<file path="src/rtl/mem_bus_arbiter_pkg.sv">
// Shared types and constants for the CPU memory bus arbiter and its OAM DMA sequencer.
package mem_bus_arbiter_pkg;

    localparam int unsigned REG_WIDTH  = 8;
    localparam int unsigned ADDR_WIDTH = 16;
    localparam int unsigned IDX_WIDTH  = ADDR_WIDTH - REG_WIDTH;

    localparam logic [ADDR_WIDTH-1:0] DMA_TRIGGER_ADDR = 16'h4014;
    localparam logic [ADDR_WIDTH-1:0] DMA_DEST_ADDR    = 16'h2004;

    typedef enum logic [2:0] {
        ARB_IDLE      = 3'd0,
        ARB_DMA_HALT  = 3'd1,
        ARB_DMA_ALIGN = 3'd2,
        ARB_DMA_READ  = 3'd3,
        ARB_DMA_WRITE = 3'd4
    } arb_state_e;

    typedef enum logic {
        REQ_FETCH = 1'b0,
        REQ_EXEC  = 1'b1
    } req_id_e;

    // Bus action the DMA wants placed on the bus next cycle; drive=0 keeps the address lines.
    typedef struct packed {
        logic                  drive;
        logic                  we;
        logic [ADDR_WIDTH-1:0] addr;
        logic [REG_WIDTH-1:0]  wdata;
    } dma_bus_t;

endpackage

</file>
<file path="src/rtl/mem_bus_arbiter_oam_dma_sequencer.sv">
// Sprite DMA sequencer: halt, optional alignment cycle, then 256 read/write pairs.
module mem_bus_arbiter_oam_dma_sequencer
    import mem_bus_arbiter_pkg::*;
#(
    parameter logic [ADDR_WIDTH-1:0] DEST_ADDR = DMA_DEST_ADDR
) (
    input  logic                 phi1,
    input  logic                 reset_n,
    input  logic                 start,
    input  logic [REG_WIDTH-1:0] start_page,
    input  logic                 parity,
    input  logic [REG_WIDTH-1:0] mem_rdata,
    output logic                 busy_c,
    output dma_bus_t             bus_c
);

    arb_state_e           state_q, state_d;
    logic [REG_WIDTH-1:0] page_q, page_d;
    logic [IDX_WIDTH-1:0] idx_q, idx_d;

    // State, page and index registers; reset abandons any copy in flight.
    always_ff @(posedge phi1 or negedge reset_n) begin
        if (!reset_n) begin
            state_q <= ARB_IDLE;
            page_q  <= '0;
            idx_q   <= '0;
        end else begin
            state_q <= state_d;
            page_q  <= page_d;
            idx_q   <= idx_d;
        end
    end

    // Next-state sequencing of the copy.
    always_comb begin
        state_d = state_q;
        page_d  = page_q;
        idx_d   = idx_q;
        case (state_q)
            ARB_IDLE: begin
                if (start) begin
                    page_d  = start_page;
                    idx_d   = '0;
                    state_d = ARB_DMA_HALT;
                end
            end
            ARB_DMA_HALT:  state_d = parity ? ARB_DMA_ALIGN : ARB_DMA_READ;
            ARB_DMA_ALIGN: state_d = ARB_DMA_READ;
            ARB_DMA_READ:  state_d = ARB_DMA_WRITE;
            ARB_DMA_WRITE: begin
                idx_d   = IDX_WIDTH'(idx_q + 1'b1);
                state_d = (idx_q == {IDX_WIDTH{1'b1}}) ? ARB_IDLE : ARB_DMA_READ;
            end
            default: state_d = ARB_IDLE;
        endcase
    end

    assign busy_c = (state_q != ARB_IDLE);

    // Bus-request view; the write cycle forwards the byte read in the preceding cycle.
    always_comb begin
        bus_c = '0;
        case (state_q)
            ARB_DMA_READ: begin
                bus_c.drive = 1'b1;
                bus_c.addr  = {page_q, idx_q};
            end
            ARB_DMA_WRITE: begin
                bus_c.drive = 1'b1;
                bus_c.we    = 1'b1;
                bus_c.addr  = DEST_ADDR;
                bus_c.wdata = mem_rdata;
            end
            default: bus_c = '0;
        endcase
    end

endmodule

</file>
<file path="src/rtl/mem_bus_arbiter.sv">
// CPU memory bus arbiter: round-robin between fetch and execute, with sprite DMA takeover.
module mem_bus_arbiter
    import mem_bus_arbiter_pkg::*;
#(
    parameter logic [ADDR_WIDTH-1:0] TRIGGER_ADDR = DMA_TRIGGER_ADDR,
    parameter logic [ADDR_WIDTH-1:0] DEST_ADDR    = DMA_DEST_ADDR
) (
    input  logic                  phi1,
    input  logic                  reset_n,
    input  logic                  fetch_req,
    input  logic [ADDR_WIDTH-1:0] fetch_addr,
    output logic                  fetch_grant,
    input  logic                  exec_req,
    input  logic                  exec_we,
    input  logic [ADDR_WIDTH-1:0] exec_addr,
    input  logic [REG_WIDTH-1:0]  exec_wdata,
    output logic                  exec_grant,
    output logic [ADDR_WIDTH-1:0] mem_addr,
    output logic [REG_WIDTH-1:0]  mem_wdata,
    output logic                  mem_we,
    input  logic [REG_WIDTH-1:0]  mem_rdata,
    output logic                  cpu_halt,
    output logic                  dma_active
);

    logic     parity_q;
    req_id_e  last_grant_q;
    logic     dma_busy_c;
    dma_bus_t dma_bus_c;
    logic     grant_fetch_c;
    logic     grant_exec_c;
    logic     dma_start_c;

    mem_bus_arbiter_oam_dma_sequencer #(
        .DEST_ADDR (DEST_ADDR)
    ) u_dma (
        .phi1       (phi1),
        .reset_n    (reset_n),
        .start      (dma_start_c),
        .start_page (exec_wdata),
        .parity     (parity_q),
        .mem_rdata  (mem_rdata),
        .busy_c     (dma_busy_c),
        .bus_c      (dma_bus_c)
    );

    // Round-robin pick; nothing is granted while the DMA owns the bus.
    always_comb begin
        grant_fetch_c = 1'b0;
        grant_exec_c  = 1'b0;
        if (!dma_busy_c) begin
            if (fetch_req && exec_req) begin
                if (last_grant_q == REQ_FETCH) grant_exec_c  = 1'b1;
                else                           grant_fetch_c = 1'b1;
            end else if (fetch_req) begin
                grant_fetch_c = 1'b1;
            end else if (exec_req) begin
                grant_exec_c = 1'b1;
            end
        end
    end

    assign dma_start_c = grant_exec_c && exec_we && (exec_addr == TRIGGER_ADDR);

    // Output registers, parity and round-robin history.
    always_ff @(posedge phi1 or negedge reset_n) begin
        if (!reset_n) begin
            parity_q     <= 1'b0;
            last_grant_q <= REQ_FETCH;
            fetch_grant  <= 1'b0;
            exec_grant   <= 1'b0;
            mem_addr     <= '0;
            mem_wdata    <= '0;
            mem_we       <= 1'b0;
            cpu_halt     <= 1'b0;
            dma_active   <= 1'b0;
        end else begin
            parity_q    <= ~parity_q;
            fetch_grant <= grant_fetch_c;
            exec_grant  <= grant_exec_c;
            cpu_halt    <= dma_busy_c;
            dma_active  <= dma_busy_c;
            if (dma_busy_c) begin
                mem_we <= dma_bus_c.we;
                if (dma_bus_c.drive) mem_addr  <= dma_bus_c.addr;
                if (dma_bus_c.we)    mem_wdata <= dma_bus_c.wdata;
            end else if (grant_exec_c) begin
                mem_addr     <= exec_addr;
                mem_we       <= exec_we;
                last_grant_q <= REQ_EXEC;
                if (exec_we) mem_wdata <= exec_wdata;
            end else if (grant_fetch_c) begin
                mem_addr     <= fetch_addr;
                mem_we       <= 1'b0;
                last_grant_q <= REQ_FETCH;
            end else begin
                mem_we <= 1'b0;
            end
        end
    end

endmodule
</file>
<file path="config.mk">
export PLATFORM = sky130hd
export DESIGN_NAME = mem_bus_arbiter
export DESIGN_NICKNAME = d
export VERILOG_FILES = /design/src/rtl/mem_bus_arbiter_pkg.sv /design/src/rtl/mem_bus_arbiter_oam_dma_sequencer.sv /design/src/rtl/mem_bus_arbiter.sv
export SDC_FILE = /design/constraint.sdc
export NUM_CORES = 1
export LEC_CHECK = 0
export BUFFER_PORTS_ARGS = -buffer_cell sky130_fd_sc_hd__buf_2
export CORE_MARGIN = 3
export CORE_UTILIZATION = 50
export DETAILED_ROUTE_END_ITERATION = 10
export GPL_ROUTABILITY_DRIVEN = 0
export PLACE_DENSITY = 0.79
export SLEW_MARGIN = 20
export SYNTH_ARGS = -nofsm -noshare
export SYNTH_HDL_FRONTEND = slang
export SYNTH_SLANG_ARGS = --single-unit
</file>
<file path="constraint.sdc">
create_clock -name phi1 -period 2.4 [get_ports phi1]
set_input_delay 0.48 -clock phi1 [delete_from_list [all_inputs] [get_ports phi1]]
set_output_delay 0.48 -clock phi1 [all_outputs]
set_load 0.01 [all_outputs]
</file>
; ---- Yosys cells after proc, flatten, opt, wreduce, memory -nomap -nowiden
; Index checks and enable logic that the tools add are counted.
; Widths: inputs -> output; s select.
[totals]
inputBits = 53
reg_bits = 49
[op_classes]
eq_ne = 9
n_addsub = 1
n_bitwise = 2
reduce_logical = 16
muxes = 31
[op_table]
columns = operator, count
row1 = $mux 16, 4
row2 = $mux 8, 6
row3 = $pmux 16 s2, 1
row4 = $eq 16x15->1 const B, 1
row5 = $mux 1, 16
row6 = $pmux 8 s2, 1
row7 = $pmux 3 s5, 1
row8 = $add 8x1->8 const B, 1
row9 = $eq 8x8->1 const B, 1
row10 = $reduce_and 2->1, 4
row11 = $reduce_bool 2->1, 4
row12 = $eq 3x2->1 const B, 2
row13 = $reduce_bool 3->1, 2
row14 = $ne 2x1->1 const B, 2
row15 = $eq 3x1->1 const B, 1
row16 = $eq 3x3->1 const B, 1
row17 = $logic_and 1x1->1, 3
row18 = $logic_not 3->1, 1
row19 = $mux 3, 1
row20 = $reduce_and 3->1, 1
row21 = $mux 2, 1
row22 = $ne 2x2->1 const B, 1
row23 = $not 1->1, 2
row24 = $reduce_or 2->1, 1

; ---- Longest topological paths before layout
[depth]
word_depth = 8
depth_mapped = 7

; ---- Modules after synthesis
; Synthesis repeated with hierarchy kept, for this count alone.
[unflattened]
cells_unflattened = 269
area_unflattened_um2 = 2771.4
[by_module_without_submodules]
columns = mod, instances, cells_per_inst, area_each_um2
row1 = mem_bus_arbiter, 1, 163, 1702.9
row2 = mem_bus_arbiter_oam_dma_sequencer, 1, 106, 1068.5

; ---- Worst setup path before layout
; No wires, ideal clock.
[synth_path]
path_type = input to register
start = input port exec_req
end = register u_dma.page_q[6]
path_slack_ns = 0.642
path_stages = 6
arrival_time_ns = 1.630
setup_ns = 0.127
path_cell_list = a21boi_0 -> buf_4 -> nand4_1 -> nor2_4 -> buf_6 -> mux2_1
[synth_between]
elab_chain_len = 7
elab_cells_between_ends = 8
[synth_rtl]
columns = item, line
row1 = "start, declared", mem_bus_arbiter.sv:13  ; input logic exec_req,
row2 = $mux 1, mem_bus_arbiter.sv:57  ; end else if (exec_req) begin
row3 = $mux 1, mem_bus_arbiter.sv:55  ; end else if (fetch_req) begin
row4 = $mux 1 (*), mem_bus_arbiter.sv:52  ; if (fetch_req && exec_req) begin
row5 = $mux 1 (*), mem_bus_arbiter.sv:51  ; if (!dma_busy_c) begin
row6 = $logic_and 1x1->1 (*) (2 in a row), mem_bus_arbiter.sv:63  ; assign dma_start_c = grant_exec_c && exec_we && (exec_addr == TRIGGER_ADDR);
row7 = $reduce_and 2->1 (no source line) (*), --
row8 = "end signal, assigned", mem_bus_arbiter_oam_dma_sequencer.sv:29  ; page_q <= page_d;
row9 = "end, declared", mem_bus_arbiter_oam_dma_sequencer.sv:18  ; logic [REG_WIDTH-1:0] page_q, page_d;
; Every way passes the cells marked *; elsewhere a longest branch is shown, timed or not.
; A chain may end at the register's enable or synchronous reset.

; ---- Worst setup path after layout
[layout_path]
start = register u_dma.state_q[2]
end = register mem_addr[15]
[layout_between]
elab_chain_len = 5
elab_cells_between_ends = 14
[layout_rtl]
columns = item, line
row1 = "start, declared", mem_bus_arbiter_oam_dma_sequencer.sv:17  ; arb_state_e state_q, state_d;
row2 = "start signal, assigned", mem_bus_arbiter_oam_dma_sequencer.sv:28  ; state_q <= state_d;
row3 = $eq 3x2->1 or $eq 3x3->1 (tied branches), mem_bus_arbiter_oam_dma_sequencer.sv:63  ; case (state_q)
row4 = $reduce_or 2->1 (no source line), --
row5 = $mux 1, mem_bus_arbiter_oam_dma_sequencer.sv:63
row6 = $ne 2x1->1 (no source line), --
row7 = $reduce_and 2->1 (no source line), --
row8 = "end signal, assigned", mem_bus_arbiter.sv:85  ; if (dma_bus_c.drive) mem_addr <= dma_bus_c.addr;
row9 = "end signal, assigned", mem_bus_arbiter.sv:88  ; mem_addr <= exec_addr;
row10 = "end signal, assigned", mem_bus_arbiter.sv:93  ; mem_addr <= fetch_addr;
row11 = "end, declared", mem_bus_arbiter.sv:18  ; output logic [ADDR_WIDTH-1:0] mem_addr,
; Parallel ways exist; a longest one is shown, timed or not. The select of a mux whose other input is x is not followed.

==> results.ini <==
[routing]
vias=2014
postRouteAntennaNets=0
drc_errors=0
routed_wl_um=5902
drt-wirelength-per-cell_um=16.08
firstDrtPassIters=4
viasPerCell=5.488
dr.first_iter.drc_count=134

[placement]
dp_hpwl_um=4330
io_buffers=81

[floorplanning]
die_area_um2=5792
ios=82
dieWidth_um=76.11
rows=24
fp.dieH_um=76.11
core_um2=4534
start_util=0.5419

[pwr]
pwr_density_cell_nw_per_um2=1118
ir_drop_mv=0.6005
p_total_mw=3.394
p_leak_nw=1.444

[logic_synthesis]
netlist_instances=222
synth.area.top_cells=dfrtp_1 (50%), mux2_2 (14%), a22oi_1 (4.3%)
yosysMostFrequentCell=dfrtp_1
syn_area_um2=2457
ys_types=37
synth.top_cell.area_share=0.4990
seq_area_frac_synth=0.4990
synth_fp_nets=276
syn_area_per_cell_um2=11.07
async_reset_ff_frac=1.000
synth-edff-count=0
yosysWarnings=0
yosysTopAreaCell=dfrtp_1
synth_ff_type=dfrtp_1
synth-seq-cells=49
synth_common_cells=dfrtp_1 (49), mux2_2 (31), nor2_1 (19)

[global_routing]
grt_pass1_wl_um=9708
grt_usage=0.2090
grt_pass1_vias=1926
grt_max_degree=33
antenna_found_initial=0
grt_overflow=0

[layout]
nets=355
diodes=0
area_growth_pct=23.57
drive_above_1_share=0.4470

[cts]
hold_buffers=0
cts_tree=yes
cts_resized=0
clk_latency_ps=300
post_cts_buffers=0
cts_made_buffers=5
clkSlewWorstSetupHoldPaths_ps=100
htree_levels=2
clockBufferDepth=2
cts.sinks=49
cts-root-buf=clkbuf_8

[critical_path]
required_ps=2550
critical_path_arrival_ps=2040
worstSetupPathType=reg2reg
r2r_setup_slack_ps=500
r2r_cells=4
crit_path_start_kind=flop
path_max_fanout=32
regToRegEndpoint=mem_addr[15]
r2r-start=u_dma.state_q[2]
critPathCaptureType=flop

[sta]
period_needed_ps=1899
rsz0062_at_grt=false
tightest_slew_ps=917.1
slew_headroom=0.3886
setup_violations=0
fmax_mhz=526.7
slew_viol_final=0
final_hold_viol_count=0
fin_skew_ps=7.085
fin_tns_setup_ps=0
fin_crit_sh=0.7911

[min_path]
hold_class=in2async

[flow_run]
cap_violations=0

[run_status]
status=finished clean

## cell families (layout without fill, tap and decap cells)
| logic type | count (synthesis) | count (layout) | synth area share |
|---|---|---|---|
| buf+inv | 18 | 98 | 0.04277 |
| flops | 49 | 49 | 0.4990 |
| simple gates | 63 | 63 | 0.1451 |
| fa+ha+maj | 1 | 1 | 0.005091 |
| xor+xnor | 1 | 1 | 0.003565 |
| compound gates | 57 | 57 | 0.1538 |
| mux | 33 | 33 | 0.1507 |
## where the power goes
part           internal [mW]  switching (mW)  leakage (nW)
clock                  0.420           0.286        0.0687
sequential              1.10           0.210         0.626
combinational          0.607           0.771         0.750
total                   2.13            1.27          1.44
## layer usage
layer | vias to the layer above | global-route usage | share of wire
met2 | 87 | 0.3413 | 0.48
li1 | 963 | - | -
met1 | 959 | 0.2853 | 0.45
met3 | 5 | 0.04374 | 0.067
met5 | - | 0 | 0
met4 | 0 | 0.05435 | 0.011
## cells in the final DEF (no fill, tap or decap), types with 6 or more instances in the layout
cell type | netlist | final
mux2_2 | 31 | 31
a22oi_1 | 14 | 14
nor2_1 | 19 | 19
nand3_1 | 7 | 7
a22o_1 | 8 | 8
or3_1 | 6 | 6
buf_4 | 3 | 6
o21ai_0 | 7 | 7
buf_2 | 9 | 81
dfrtp_1 | 49 | 49
a21oi_1 | 18 | 18
nand2_1 | 13 | 13
## sequential cells by signal, indices dropped and copies added, names as in the netlist
register       flops
dma_active         1
u_dma.idx_q        8
mem_wdata          8
mem_we             1
u_dma.state_q      3
fetch_grant        1
parity_q           1
exec_grant         1
u_dma.page_q       8
mem_addr          16
last_grant_q       1
## how the worst max path moves through the flow
stage,depth (start not counted),to,startpoint,slack (ps)
3_3_place_gp,5,u_dma.page_q[3],exec_addr[10],310
2_1_floorplan,6,u_dma.page_q[6],exec_req,640
5_1_grt,4,mem_addr[13],u_dma.state_q[1],260
4_1_cts,3,mem_addr[13],u_dma.state_q[0],480
6_report,4,mem_addr[15],u_dma.state_q[2],500
3_5_place_dp,5,u_dma.page_q[5],exec_addr[10],320
## through the flow
| stage | instances | hold WS [ps] | instance area, µm² | worst slack (ps) | utilization |
|---|---|---|---|---|---|
| after floorplan | 222 | 184.4 | 2457 | 642.3 | - |
| after global placement | 359 | 407.2 | 2899 | 307.5 | 0.6393 |
| after detailed placement | 359 | 409.1 | 2899 | 324.9 | 0.6393 |
| after CTS | 367 | 194.3 | 3037 | 476.5 | 0.6697 |
| after global routing | 367 | 219.9 | 3037 | 255.9 | 0.6697 |
| final | 367 | 176.2 | 3037 | 501.4 | 0.6697 |
## final cells by class
class / instances / area [µm²]
clock buffers: 5 / 68.82
repair buffers: 87 / 450.4
flip-flops and latches: 49 / 1226
fillers: 365 / 1498
clock inverters: 3 / 68.82
inverters: 3 / 11.26
multi-input cells: 155 / 1130
well taps: 65 / 81.33
## worst max-delay path: stages (launching register included)
cell and delay [ps]:
dfrtp_1 500, or3_1 430, a21o_1 510, nor2_1 230, a21oi_1 60
No activity file was read; power rests on OpenSTA's default activity.
